File: config.mk
export PLATFORM = sky130hd
export DESIGN_NAME = result_display
export DESIGN_NICKNAME = d
export VERILOG_FILES = /design/src/rtl/result_display.sv
export SDC_FILE = /design/constraint.sdc
export NUM_CORES = 1
export LEC_CHECK = 0
export ABC_AREA = 0
export CAP_MARGIN = 20
export CORE_MARGIN = 1
export CORE_UTILIZATION = 30
export CTS_CLUSTER_SIZE = 28
export DETAILED_ROUTE_END_ITERATION = 8
export SYNTH_ARGS = -nofsm -noshare
export SYNTH_HDL_FRONTEND = slang
export SYNTH_SLANG_ARGS = --single-unit
File: constraint.sdc
create_clock -name clk -period 2.3 [get_ports clk]
set_input_delay 0.23 -clock clk [delete_from_list [all_inputs] [get_ports clk]]
set_output_delay 0.23 -clock clk [all_outputs]
set_load 0.01 [all_outputs]
File: src/rtl/result_display.sv
// ---------------------------------------------------------------------------
// result_display
//
// Shows the calculator's selected 32-bit result on six active-low
// seven-segment digits. A sequential double-dabble engine converts one
// binary bit per clock into BCD. The display supports:
//   - a leading minus sign in signed mode,
//   - blanking of leading zeros,
//   - all-minus overflow when the value does not fit in six digits.
// The outputs change only once a conversion completes. An input that changes
// while a conversion is in flight is picked up by the next conversion.
//
// Ports
//   clk          in   1   system clock
//   reset        in   1   asynchronous, active-high
//   value_in     in  32   result to display
//   signed_mode  in   1   1: value_in is two's complement, 0: unsigned
//   hex5..hex0   out  7   segment drives {g,f,e,d,c,b,a}, active-low;
//                         hex0 is the least significant digit
//   busy         out  1   high while the BCD engine is shifting
//   done         out  1   one-cycle pulse after the hex outputs update
// ---------------------------------------------------------------------------
module result_display (
    input  logic        clk,
    input  logic        reset,
    input  logic [31:0] value_in,
    input  logic        signed_mode,
    output logic [6:0]  hex5,
    output logic [6:0]  hex4,
    output logic [6:0]  hex3,
    output logic [6:0]  hex2,
    output logic [6:0]  hex1,
    output logic [6:0]  hex0,
    output logic        busy,
    output logic        done
);

    localparam int         DIGITS    = 6;
    localparam int         BIN_W     = 20;          // 999999 fits in 20 bits
    localparam int         BCD_W     = 4 * DIGITS;
    localparam logic [4:0] LAST_BIT  = 5'(BIN_W - 1);
    localparam logic [6:0] SEG_BLANK = 7'b1111111;
    localparam logic [6:0] SEG_MINUS = 7'b0111111;

    typedef enum logic [1:0] {
        IDLE,
        CONVERT,
        LOAD
    } state_t;

    // Active-low seven-segment code for one BCD digit.
    function automatic logic [6:0] seg7(input logic [3:0] d);
        case (d)
            4'd0:    return 7'b1000000;
            4'd1:    return 7'b1111001;
            4'd2:    return 7'b0100100;
            4'd3:    return 7'b0110000;
            4'd4:    return 7'b0011001;
            4'd5:    return 7'b0010010;
            4'd6:    return 7'b0000010;
            4'd7:    return 7'b1111000;
            4'd8:    return 7'b0000000;
            4'd9:    return 7'b0010000;
            default: return SEG_BLANK;
        endcase
    endfunction

    // Double-dabble correction for one nibble. The result is at most 12, so
    // it never carries out of the nibble.
    function automatic logic [3:0] add3(input logic [3:0] n);
        return (n >= 4'd5) ? n + 4'd3 : n;
    endfunction

    function automatic logic [BCD_W-1:0] bcd_adjust(input logic [BCD_W-1:0] b);
        logic [BCD_W-1:0] r;
        r = b;
        for (int i = 0; i < DIGITS; i++) begin
            r[4*i +: 4] = add3(b[4*i +: 4]);
        end
        return r;
    endfunction

    state_t            state;
    logic              pending;
    logic [31:0]       cap_value;
    logic              cap_mode;
    logic [4:0]        cnt;

    logic [BIN_W-1:0]  shift_r;
    logic [BCD_W-1:0]  bcd_r;
    logic              neg_r;
    logic              ovf_r;

    logic              trigger;
    logic              neg_in;
    logic [31:0]       mag_in;
    logic              ovf_in;
    logic [6:0]        disp [DIGITS];

    // ---- input qualification: sign, magnitude and range of the live input
    always_comb begin
        neg_in  = signed_mode & value_in[31];
        // 32-bit wrap: -2^31 yields 2^31, which lands in the overflow range.
        mag_in  = neg_in ? (32'd0 - value_in) : value_in;
        // A negative value gives up hex5 to the minus sign, so it has only
        // five digits available.
        ovf_in  = neg_in ? (mag_in > 32'd99999) : (mag_in > 32'd999999);
        trigger = (state == IDLE) &&
                  (pending || ({signed_mode, value_in} != {cap_mode, cap_value}));
    end

    // ---- display formatting from the finished BCD digits
    always_comb begin
        logic       seen;
        logic [3:0] digit;
        seen  = 1'b0;
        digit = 4'd0;
        for (int i = DIGITS - 1; i >= 0; i--) begin
            digit = bcd_r[4*i +: 4];
            // Everything at or below the first non-zero digit is shown.
            // hex0 is always shown, so that zero displays as "0".
            if (digit != 4'd0 || i == 0) begin
                seen = 1'b1;
            end
            disp[i] = seen ? seg7(digit) : SEG_BLANK;
        end
        if (neg_r) begin
            disp[DIGITS-1] = SEG_MINUS;
        end
        if (ovf_r) begin
            for (int i = 0; i < DIGITS; i++) begin
                disp[i] = SEG_MINUS;
            end
        end
    end

    // ---- control FSM and registered outputs
    always_ff @(posedge clk or posedge reset) begin
        if (reset) begin
            state     <= IDLE;
            pending   <= 1'b1;      // forces one conversion after reset release
            cap_value <= 32'd0;
            cap_mode  <= 1'b0;
            cnt       <= 5'd0;
            busy      <= 1'b0;
            done      <= 1'b0;
            hex5      <= SEG_BLANK;
            hex4      <= SEG_BLANK;
            hex3      <= SEG_BLANK;
            hex2      <= SEG_BLANK;
            hex1      <= SEG_BLANK;
            hex0      <= SEG_BLANK;
        end else begin
            done <= 1'b0;
            case (state)
                IDLE: begin
                    busy <= 1'b0;
                    if (trigger) begin
                        cap_value <= value_in;
                        cap_mode  <= signed_mode;
                        pending   <= 1'b0;
                        cnt       <= 5'd0;
                        // Overflow skips the BCD engine; the display is all minus.
                        state     <= ovf_in ? LOAD : CONVERT;
                    end
                end
                CONVERT: begin
                    busy <= 1'b1;
                    cnt  <= cnt + 5'd1;
                    if (cnt == LAST_BIT) begin
                        state <= LOAD;
                    end
                end
                LOAD: begin
                    busy  <= 1'b0;
                    done  <= 1'b1;
                    hex5  <= disp[5];
                    hex4  <= disp[4];
                    hex3  <= disp[3];
                    hex2  <= disp[2];
                    hex1  <= disp[1];
                    hex0  <= disp[0];
                    state <= IDLE;
                end
                default: begin
                    busy  <= 1'b0;
                    state <= IDLE;
                end
            endcase
        end
    end

    // ---- BCD datapath: loaded on trigger, shifts one bit per CONVERT cycle
    always_ff @(posedge clk) begin
        if (trigger) begin
            neg_r   <= neg_in;
            ovf_r   <= ovf_in;
            shift_r <= mag_in[BIN_W-1:0];
            bcd_r   <= '0;
        end else if (state == CONVERT) begin
            {bcd_r, shift_r} <= {bcd_adjust(bcd_r), shift_r} << 1;
        end
    end

endmodule

; ---- After elaboration in Yosys (flattened, before gate mapping)
; Memories as Yosys holds them, arrays and structs flattened. A register that Yosys moved wholly into a read port is not among the register bits.
; Index checks and enable logic that the tools add are counted.
; Widths: inputs -> output; s select.
[totals]
regBits = 131
rom_bits = 672
inputBits = 35
out_inout_bits = 44
wordCells = 101
memories = 6
[op_classes]
addsub = 8
magnitude_cmp = 8
n_eq_ne = 6
muxes = 42
bitwise_logic = 1
reduce_logical = 13
[memory_table]
columns = name, words, word_bits, rd, rd_clocked_by_memory_dff, write_ports, line_no
row1 = (name not given), 16, 7, 1, 1, 0, 53  ; case (d)
row2 = (name not given), 16, 7, 1, 1, 0, 53
row3 = (name not given), 16, 7, 1, 1, 0, 53
row4 = (name not given), 16, 7, 1, 1, 0, 53
row5 = (name not given), 16, 7, 1, 1, 0, 53
row6 = (name not given), 16, 7, 1, 1, 0, 53
[ops]
columns = operator, count
row1 = $mux 4, 17
row2 = $mux 42, 1
row3 = $mux 7, 6
row4 = $mux 20, 2
row5 = $ne 33x33->1, 1
row6 = $gt 32x17->1 const B, 1
row7 = $gt 32x20->1 const B, 1
row8 = $mux 32, 1
row9 = $sub 1x32->32 const A, 1
row10 = $ge 4x3->1 const B, 6
row11 = $add 4x2->4 const B, 5
row12 = $reduce_bool 4->1, 5
row13 = $pmux 5 s2, 1
row14 = $mux 1, 8
row15 = $mux 2, 3
row16 = $reduce_and 2->1, 3
row17 = $add 5x1->5 const B, 1
row18 = $eq 5x5->1 const B, 1
row19 = $mux 5, 1
row20 = $ne 2x2->1 const B, 2
row21 = $pmux 2 s2, 1
row22 = $reduce_bool 2->1, 2
row23 = $add 3x2->3 const B, 1
row24 = $mux 3, 1
row25 = 6 further kinds, 6

; ---- Longest topological paths before layout
; Gate-level depths: netlist of run 1.
[logic_depth]
depth_word = 8
ltp_mapped = 14
ltp_nobuf = 12

; ---- Least setup slack after synthesis of run 1
; Ideal clock, no wire load.
[synth_path]
path_type = input-to-reg
start = in value_in[0]
end = reg state[1]
setup_time_ps = 121
t_arrival_ps = 2530
required_time_ps = 2179
path_slack_ps = -351
cell_stages = 10
n_path_buf = 0
path_cell_list = inv_1 > ha_1 > or4b_4 > or4_4 > o21a_2 > xnor2_1 > a2111oi_1 > a311oi_2 > nand4_2 > o211a_1
[synth_between]
elab_chain_cells = 7
word_cells_on_any_way = 13
classes_between = 1 x add/sub / 2 x order compare / 2 x eq/ne / 5 x mux / 3 x reduce/logical
[synth_rtl]
columns = item, line_no
row1 = from (decl), 26  ; input logic [31:0] value_in,
row2 = $sub 1x32->32, 104  ; mag_in = neg_in ? (32'd0 - value_in) : value_in;
row3 = $mux 32 *, 104
row4 = $gt 32x20->1 / $gt 32x17->1 (equally long branches), 107  ; ovf_in = neg_in ? (mag_in > 32'd99999) : (mag_in > 32'd999999);
row5 = $mux 1 *, 107
row6 = net ovf_in, 97  ; logic ovf_in;
row7 = $mux 2 *, 164  ; state <= ovf_in ? LOAD : CONVERT;
row8 = $mux 2 *, 158  ; if (trigger) begin
row9 = $pmux 2 s2 *, 155  ; case (state)
row10 = to (signal assigned), 164
row11 = to (decl), 83  ; state_t state;
; The timed path passes the listed nets; every way through them passes the cells marked *. The select of a mux whose other input is x is not followed.
; A chain may end at the register's enable or synchronous reset.

; ---- Worst setup path after layout of run 1
; Ends and elaborated chain as after synthesis.

==> flow_metrics.py, run 1 <==
metrics = {
    "outcome": {
        "status": "finished, violations left",
        "violations": "negative setup slack",
    },
    "final_layout": {
        "nFillCells": 2789,
        "final_layout_size_suffix_gt1_share_pct": 39.61,
        "regArea_um2": 4163,
        "synthToLayoutAreaGrowth_pct": 52.61,
        "num_antenna_cells": 0,
        "finalNetCount": 1340,
        "stdcell_area_um2": 14020,
        "multi_input_area_um2": 5638,
    },
    "global_routing": {
        "globalRouteTotalUtil_pct": 17.01,
        "grt_pass1_vias": 8147,
        "grt_pass1_wl_um": 42080,
        "grt_overflow": 0,
        "grt_max_degree": 86,
        "antenna_found_initial": 0,
    },
    "floorplan": {
        "coreArea_um2": 29870,
        "die_x_um": 177.0,
        "die-height_um": 177.0,
        "die_area_um2": 31340,
        "start_util_pct": 30.76,
        "ios": 79,
        "fp-row-count": 63,
    },
    "synthesis": {
        "syn_area_per_cell_um2": 9.163,
        "ys_types": 76,
        "synth_xor_area_share_pct": 6.481,
        "synthesis.area_um2": 9190,
        "yosysSeqAreaShare_pct": 45.30,
        "synthAdderAreaFrac_pct": 6.535,
        "synth_top_family_by_area": "compound AO/OA/AOI/OAI gates",
        "yosys_register_bits": 173,
        "synthMuxAreaShare_pct": 1.212,
        "synth_warnings": 0,
        "yosys.area_share.simple_pct": 17.22,
        "synthArstFlopShare_pct": 49.13,
        "synth_cells": 1003,
        "yosys_most_used_dff": "dfxtp_1",
        "synth_fp_nets": 1086,
        "synth_edf_count": 22,
        "synth-compound-area-share_pct": 17.71,
    },
    "worst_setup_path": {
        "r2r_cells": 11,
        "endpoint_kind": "register",
        "crit_chain": "buf_8 > inv_6 > ha_4 > or4b_4 > or4_4 > buf_6 > mux2i_2 > a211o_1 > o2111ai_2 > a311oi_2 > nand4_2 > o211a_1",
        "required_ns": 2.62,
        "reg2reg_to": "shift_r[11]$_DFFE_PP_",
        "slowest_delay_ns": 0.46,
        "r2r-start": "cap_value[3]$_DFFE_PP0P_",
        "path_class": "in2reg",
        "start_kind": "input port",
        "cpMaxStageDelayCell": "or4_4",
        "r2r_slack_ns": -0.15,
        "critPathArrivalTime_ns": 2.78,
        "cp_max_fo": 3,
    },
    "clocking": {
        "htree_levels": 4,
        "clk_pin_slew_ns": 0.07,
        "cts_tree": "done",
        "hold_buffers": 0,
        "cts-root-buf": "clkbuf_16",
        "numCtsBuffers": 17,
        "cts.sinks": 173,
        "clock_path_buffers": 2,
        "insertion_delay_ns": 0.45,
    },
    "detailed_routing": {
        "firstDrtPassIters": 5,
        "drt_iter0_markers": 465,
        "avgRoutedWirePerCell_um": 16.37,
        "vias": 8229,
        "vias_per_cell": 4.957,
        "drc": 0,
        "ant_nets": 0,
        "drt_wl_total_um": 27170,
    },
    "timing": {
        "fin_crit_ns": 2.458,
        "layout_setup_ws_ns": -0.1581,
        "hold_viol_final": 0,
        "timing.final.crit_share_pct": 106.9,
        "fin_worst_skew_ns": 0.02237,
        "rsz0062_at_grt": "true",
        "slew_headroom_pct": 52.53,
        "setup_viol": 63,
        "worst_slew_pin_slew_ns": 0.7046,
        "fmax_mhz": 406.8,
        "hold_ws_ns": 0.05378,
        "report.final.slew_viol_count": 0,
    },
    "pwr": {
        "clkPwrFrac_pct": 42.5,
        "leakage_nw": 5.720,
        "p_int_mw": 4.930,
        "p_sw_share_pct": 26.74,
        "p_comb_share_pct": 9.8,
        "p_switching_mw": 1.799,
        "power_frac_seq_pct": 47.7,
        "total_power_mw": 6.730,
        "max-vdd-ir-drop_uv": 436.7,
        "powerDensity_nw_per_um2": 479.9,
    },
    "placement": {
        "placed_area_um2": 11470,
        "gp_congestion": 0.8645,
        "place_ws_ns": -1.011,
        "io_buffers": 78,
        "dp_hpwl_um": 17670,
    },
    "worst_hold_path": {
        "hp-class": "in2reg",
        "hold_path_startpoint": "value_in[1]",
        "hold_depth": 3,
        "whs_endpoint": "cap_value[1]$_DFFE_PP0P_",
    },
    "flow_run": {
        "drv_cap": 0,
    },
}
critical path, delay by kind of cell:
kind / cells / cell delay (ns)
AND/OR/NAND/NOR: 3 / 1.08
adder cells (fa/ha/maj): 1 / 0.12
buffers and inverters: 3 / 0.31
multiplexers: 1 / 0.18
AO/OA/AOI/OAI: 4 / 0.85
per-layer routing:
layer,wire length (µm),share of wire (%),vias up,track usage [%]
li1,-,-,4005,-
met1,12120,45,4020,21.87
met2,13730,51,178,29.56
met3,960,3.5,26,2.663
met4,358,1.3,0,4.203
met5,0,0,-,0
Yosys cell counts, types with 12 or more instances:
| master | n | area (µm²) |
|---|---|---|
| a21oi_1 | 86 | 430.4 |
| ha_1 | 48 | 600.6 |
| dfstp_2 | 43 | 1130 |
| nor3_1 | 13 | 65.06 |
| dfrtp_1 | 42 | 1051 |
| clkbuf_1 | 34 | 127.6 |
| nand2_1 | 147 | 551.8 |
| o21ai_0 | 37 | 185.2 |
| edfxtp_1 | 22 | 660.6 |
| xnor2_1 | 58 | 508.0 |
| o22ai_1 | 12 | 75.07 |
| o22a_1 | 40 | 350.3 |
| inv_1 | 50 | 187.7 |
| nor2_1 | 99 | 371.6 |
| dfxtp_1 | 66 | 1321 |
power by group through the flow:
stage	Sequential (mW)	Clock, mW	Combinational [mW]
after floorplan	3.24	0	0.319
after global placement	3.25	0	0.560
after detailed placement	3.25	0	0.563
after CTS	3.20	2.92	0.615
after global routing	3.22	3.03	0.715
final	3.21	2.86	0.662
cell families after synthesis:
| logic type | after synthesis |
|---|---|
| buf+inv | 112 |
| xor+xnor | 68 |
| simple gates | 343 |
| flops | 173 |
| compound gates | 248 |
| fa+ha+maj | 48 |
| mux | 11 |
area by class of cell:
type	instances	area share [%]
multi-input cells	718	40.20
flip-flops and latches	173	29.68
repair buffers	294	20.76
well taps	390	3.479
clock buffers	18	3.060
inverters	53	1.802
clock inverters	14	1.017
timing repair:
| action | 4_1_cts | 5_1_grt |
|---|---|---|
| buffers inserted | 21 | 24 |
| setup endpoints to repair | 107 | 93 |
| gates cloned | 7 | 6 |
| pin swaps | 65 | 64 |
| hold endpoints to repair | 0 | 0 |
| gates resized for setup | 234 | 136 |
through the flow:
stage,setup TNS (ns),util [%],std cells
floorplan,-0.7413,-,1003
finish,-4.962,46.94,1660
global placement,-68.83,38.41,1574
global route,-13.21,46.94,1660
CTS,-3.537,44.33,1634
detailed placement,-70.23,38.41,1574
cell usage in the layout, fill, tap and decap left out, types with 24 or more instances in the layout:
master             n
buf_4            156
nand2_1          114
nor2_1            76
dfxtp_1           66
clkdlybuf4s50_1   59
a21oi_1           58
xnor2_1           54
dfstp_2           43
dfrtp_1           42
o22a_1            40
buf_6             35
o21ai_0           30
inv_1             28
ha_4              24
worst max path at each step:
stage	from	to	slack, ns	cells past startpoint
after detailed placement	value_in[2]	state[1]$_DFFE_PP0P_	-1.01	9
after global routing	cap_value[3]$_DFFE_PP0P_	register	-0.27	13
after CTS	value_in[1]	state[1]$_DFFE_PP0P_	-0.34	11
after global placement	value_in[2]	state[1]$_DFFE_PP0P_	-0.96	9
after floorplan	value_in[8]	state[1]$_DFFE_PP0P_	-0.31	9
final	value_in[0]	state[1]$_DFFE_PP0P_	-0.16	12
(Power assumes the default switching activity.)
==> run 2: changes to the inputs <==
--- a/config.mk
+++ b/config.mk
@@ -11,6 +11,7 @@
 export CORE_UTILIZATION = 30
 export CTS_CLUSTER_SIZE = 28
 export DETAILED_ROUTE_END_ITERATION = 8
+export PLACE_DENSITY = 0.48
 export SYNTH_ARGS = -nofsm -noshare
 export SYNTH_HDL_FRONTEND = slang
 export SYNTH_SLANG_ARGS = --single-unit
==> run 2 against run 1 <==
Net effect: the flow still finishes with violations (negative setup slack); worst hold slack better by 0.019 ns; cell area down 2.1%; worst setup slack better by 0.0058 ns; routed wire length down 5.9%; power up 2.0%; non-clock buffer count down 14; critical path depth down 1; combinational power down 6.6%; clock skew down 0.011 ns; register-to-register slack about the same; sequential power about the same; highest routed layer unchanged.
==> flow_metrics.py, run 2 (same netlist as run 1, synthesis figures left out) <==
metrics = {
    "timing": {
        "fin_crit_ns": 2.452,
        "fmax_mhz": 407.8,
        "timing.final.crit_share_pct": 106.6,
        "report.final.slew_viol_count": 0,
        "setup_viol": 54,
        "fin_worst_skew_ns": 0.01123,
        "rsz0062_at_grt": "true",
        "worst_slew_pin_slew_ns": 0.8973,
        "layout_setup_ws_ns": -0.1523,
        "slew_headroom_pct": 39.55,
        "hold_viol_final": 0,
    },
    "clocking": {
        "cts.sinks": 173,
        "hold_buffers": 0,
        "clk_pin_slew_ns": 0.07,
        "cts-root-buf": "clkbuf_16",
        "numCtsBuffers": 17,
        "clock_path_buffers": 2,
        "insertion_delay_ns": 0.44,
        "htree_levels": 4,
        "cts_tree": "done",
    },
    "detailed_routing": {
        "firstDrtPassIters": 5,
        "drt_iter0_markers": 396,
        "drt_wl_total_um": 25580,
        "drc": 0,
        "avgRoutedWirePerCell_um": 15.54,
        "ant_nets": 0,
        "vias_per_cell": 4.803,
        "vias": 7906,
    },
    "worst_hold_path": {
        "hp-class": "in2reg",
    },
    "outcome": {
        "status": "finished, violations left",
        "violations": "negative setup slack",
    },
    "floorplan": {
        "die-height_um": 177.0,
        "ios": 79,
        "die_area_um2": 31340,
        "coreArea_um2": 29870,
        "start_util_pct": 30.76,
        "fp-row-count": 63,
        "die_x_um": 177.0,
    },
    "placement": {
        "place_ws_ns": -1.034,
        "placed_area_um2": 11540,
        "dp_hpwl_um": 17880,
        "io_buffers": 78,
        "gp_congestion": 0.8615,
    },
    "pwr": {
        "powerDensity_nw_per_um2": 500.2,
        "max-vdd-ir-drop_uv": 532.0,
        "leakage_nw": 5.630,
    },
    "final_layout": {
        "synthToLayoutAreaGrowth_pct": 49.39,
        "final_cell_mix": "buf_4, nand2_1, nor2_1, dfxtp_1, a21oi_1",
        "stdcell_area_um2": 13730,
        "finalNetCount": 1326,
        "final_common_cell": "buf_4",
        "post-route-util_pct": 45.96,
        "num_antenna_cells": 0,
        "final_layout_size_suffix_gt1_share_pct": 36.39,
    },
    "worst_setup_path": {
        "cp_max_fo": 7,
        "crit_end": "shift_r[11]$_DFFE_PP_",
        "r2r-start": "cap_value[16]$_DFFE_PP0P_",
        "start_kind": "register",
        "r2r_slack_ns": -0.15,
        "required_ns": 2.49,
        "endpoint_kind": "register",
        "path_class": "reg2reg",
        "reg2reg_to": "shift_r[11]$_DFFE_PP_",
        "crit_start": "cap_value[16]$_DFFE_PP0P_",
        "critPathArrivalTime_ns": 2.64,
        "r2r_cells": 11,
    },
    "flow_run": {
        "drv_cap": 0,
    },
    "global_routing": {
        "grt_overflow": 0,
        "grt_pass1_wl_um": 41390,
        "grt-busiest-layer": "met2",
        "globalRouteTotalUtil_pct": 16.81,
        "grt_pass1_vias": 8084,
        "grt_max_degree": 51,
        "gr-usage-met1_pct": 21.09,
        "antenna_found_initial": 0,
        "use_met2_pct": 29.22,
        "gr-usage-met3_pct": 2.921,
    },
}
==> run 2: final cells by class <==
type	count	area (µm²)
inverter	53	245.2
clock inverter	15	193.9
multi-input combinational	718	5490
fill	2803	16150
sequential	173	4163
tap	390	488.0
timing repair buffer	280	2724
clock buffer	17	425.4
==> run 2: worst max-delay path, stage by stage, from the launching register on <==
cell and delay [ns]:
dfrtp_1 0.41, xnor2_2 0.19, nand4_1 0.18, nor4_2 0.29
buf_4 0.18, a31oi_4 0.10, nand2_4 0.13, inv_6 0.06
buf_12 0.14, buf_12 0.12, buf_16 0.13, mux2_2 0.26
==> run 2: layer usage <==
layer	wire length (µm)	vias up
met4	420	0
met2	12630	140
met5	0	-
met1	11700	3793
li1	-	3950
met3	825	23
==> run 2: how the worst min path moves through the flow <==
stage	from	to	slack (ns)	depth (start not counted)
2_1_floorplan	signed_mode	cap_mode$_DFFE_PP0P_	0.34	2
3_3_place_gp	register	hex1[4]$_DFFE_PP1P_	0.42	1
3_5_place_dp	register	hex2[5]$_DFFE_PP1P_	0.43	1
4_1_cts	value_in[1]	cap_value[1]$_DFFE_PP0P_	0.07	3
5_1_grt	value_in[1]	cap_value[1]$_DFFE_PP0P_	0.08	3
6_report	value_in[1]	cap_value[1]$_DFFE_PP0P_	0.07	3
==> run 2: through the flow <==
stage / total power, mW / TNS, ns / hold WS, ns / cells
6_report: 6.868 / -4.292 / 0.07270 / 1646
4_1_cts: 6.922 / -3.003 / 0.06638 / 1633
3_3_place_gp: 3.810 / -60.96 / 0.4235 / 1579
2_1_floorplan: 3.561 / -0.7413 / 0.3354 / 1003
3_5_place_dp: 3.814 / -63.29 / 0.4299 / 1579
5_1_grt: 7.139 / -12.48 / 0.08324 / 1646
==> run 2: repair_timing <==
item                                   4_1_cts  5_1_grt
setup endpoints to repair                  114       92
pin swaps                                   68       51
setup buffers                               20       13
gates resized for setup                    230       92
endpoints found under the hold margin        0        0
gates cloned                                 3        2
==> run 2: power breakdown <==
group | switching, mW | internal [mW]
clock | 1.47 | 1.58
sequential | 0.0400 | 3.16
combinational | 0.313 | 0.305
total | 1.82 | 5.04
==> run 3: changes to the inputs <==
--- a/config.mk
+++ b/config.mk
@@ -6,11 +6,13 @@
 export NUM_CORES = 1
 export LEC_CHECK = 0
 export ABC_AREA = 0
+export ABC_CLOCK_PERIOD_IN_PS = 2300
 export CAP_MARGIN = 20
 export CORE_MARGIN = 1
 export CORE_UTILIZATION = 30
 export CTS_CLUSTER_SIZE = 28
 export DETAILED_ROUTE_END_ITERATION = 8
+export HOLD_SLACK_MARGIN = 0.05
 export PLACE_DENSITY = 0.48
 export SYNTH_ARGS = -nofsm -noshare
 export SYNTH_HDL_FRONTEND = slang
==> results of run 3 <==
Same layout as run 2: the final DEF is identical, and so are final timing and power.
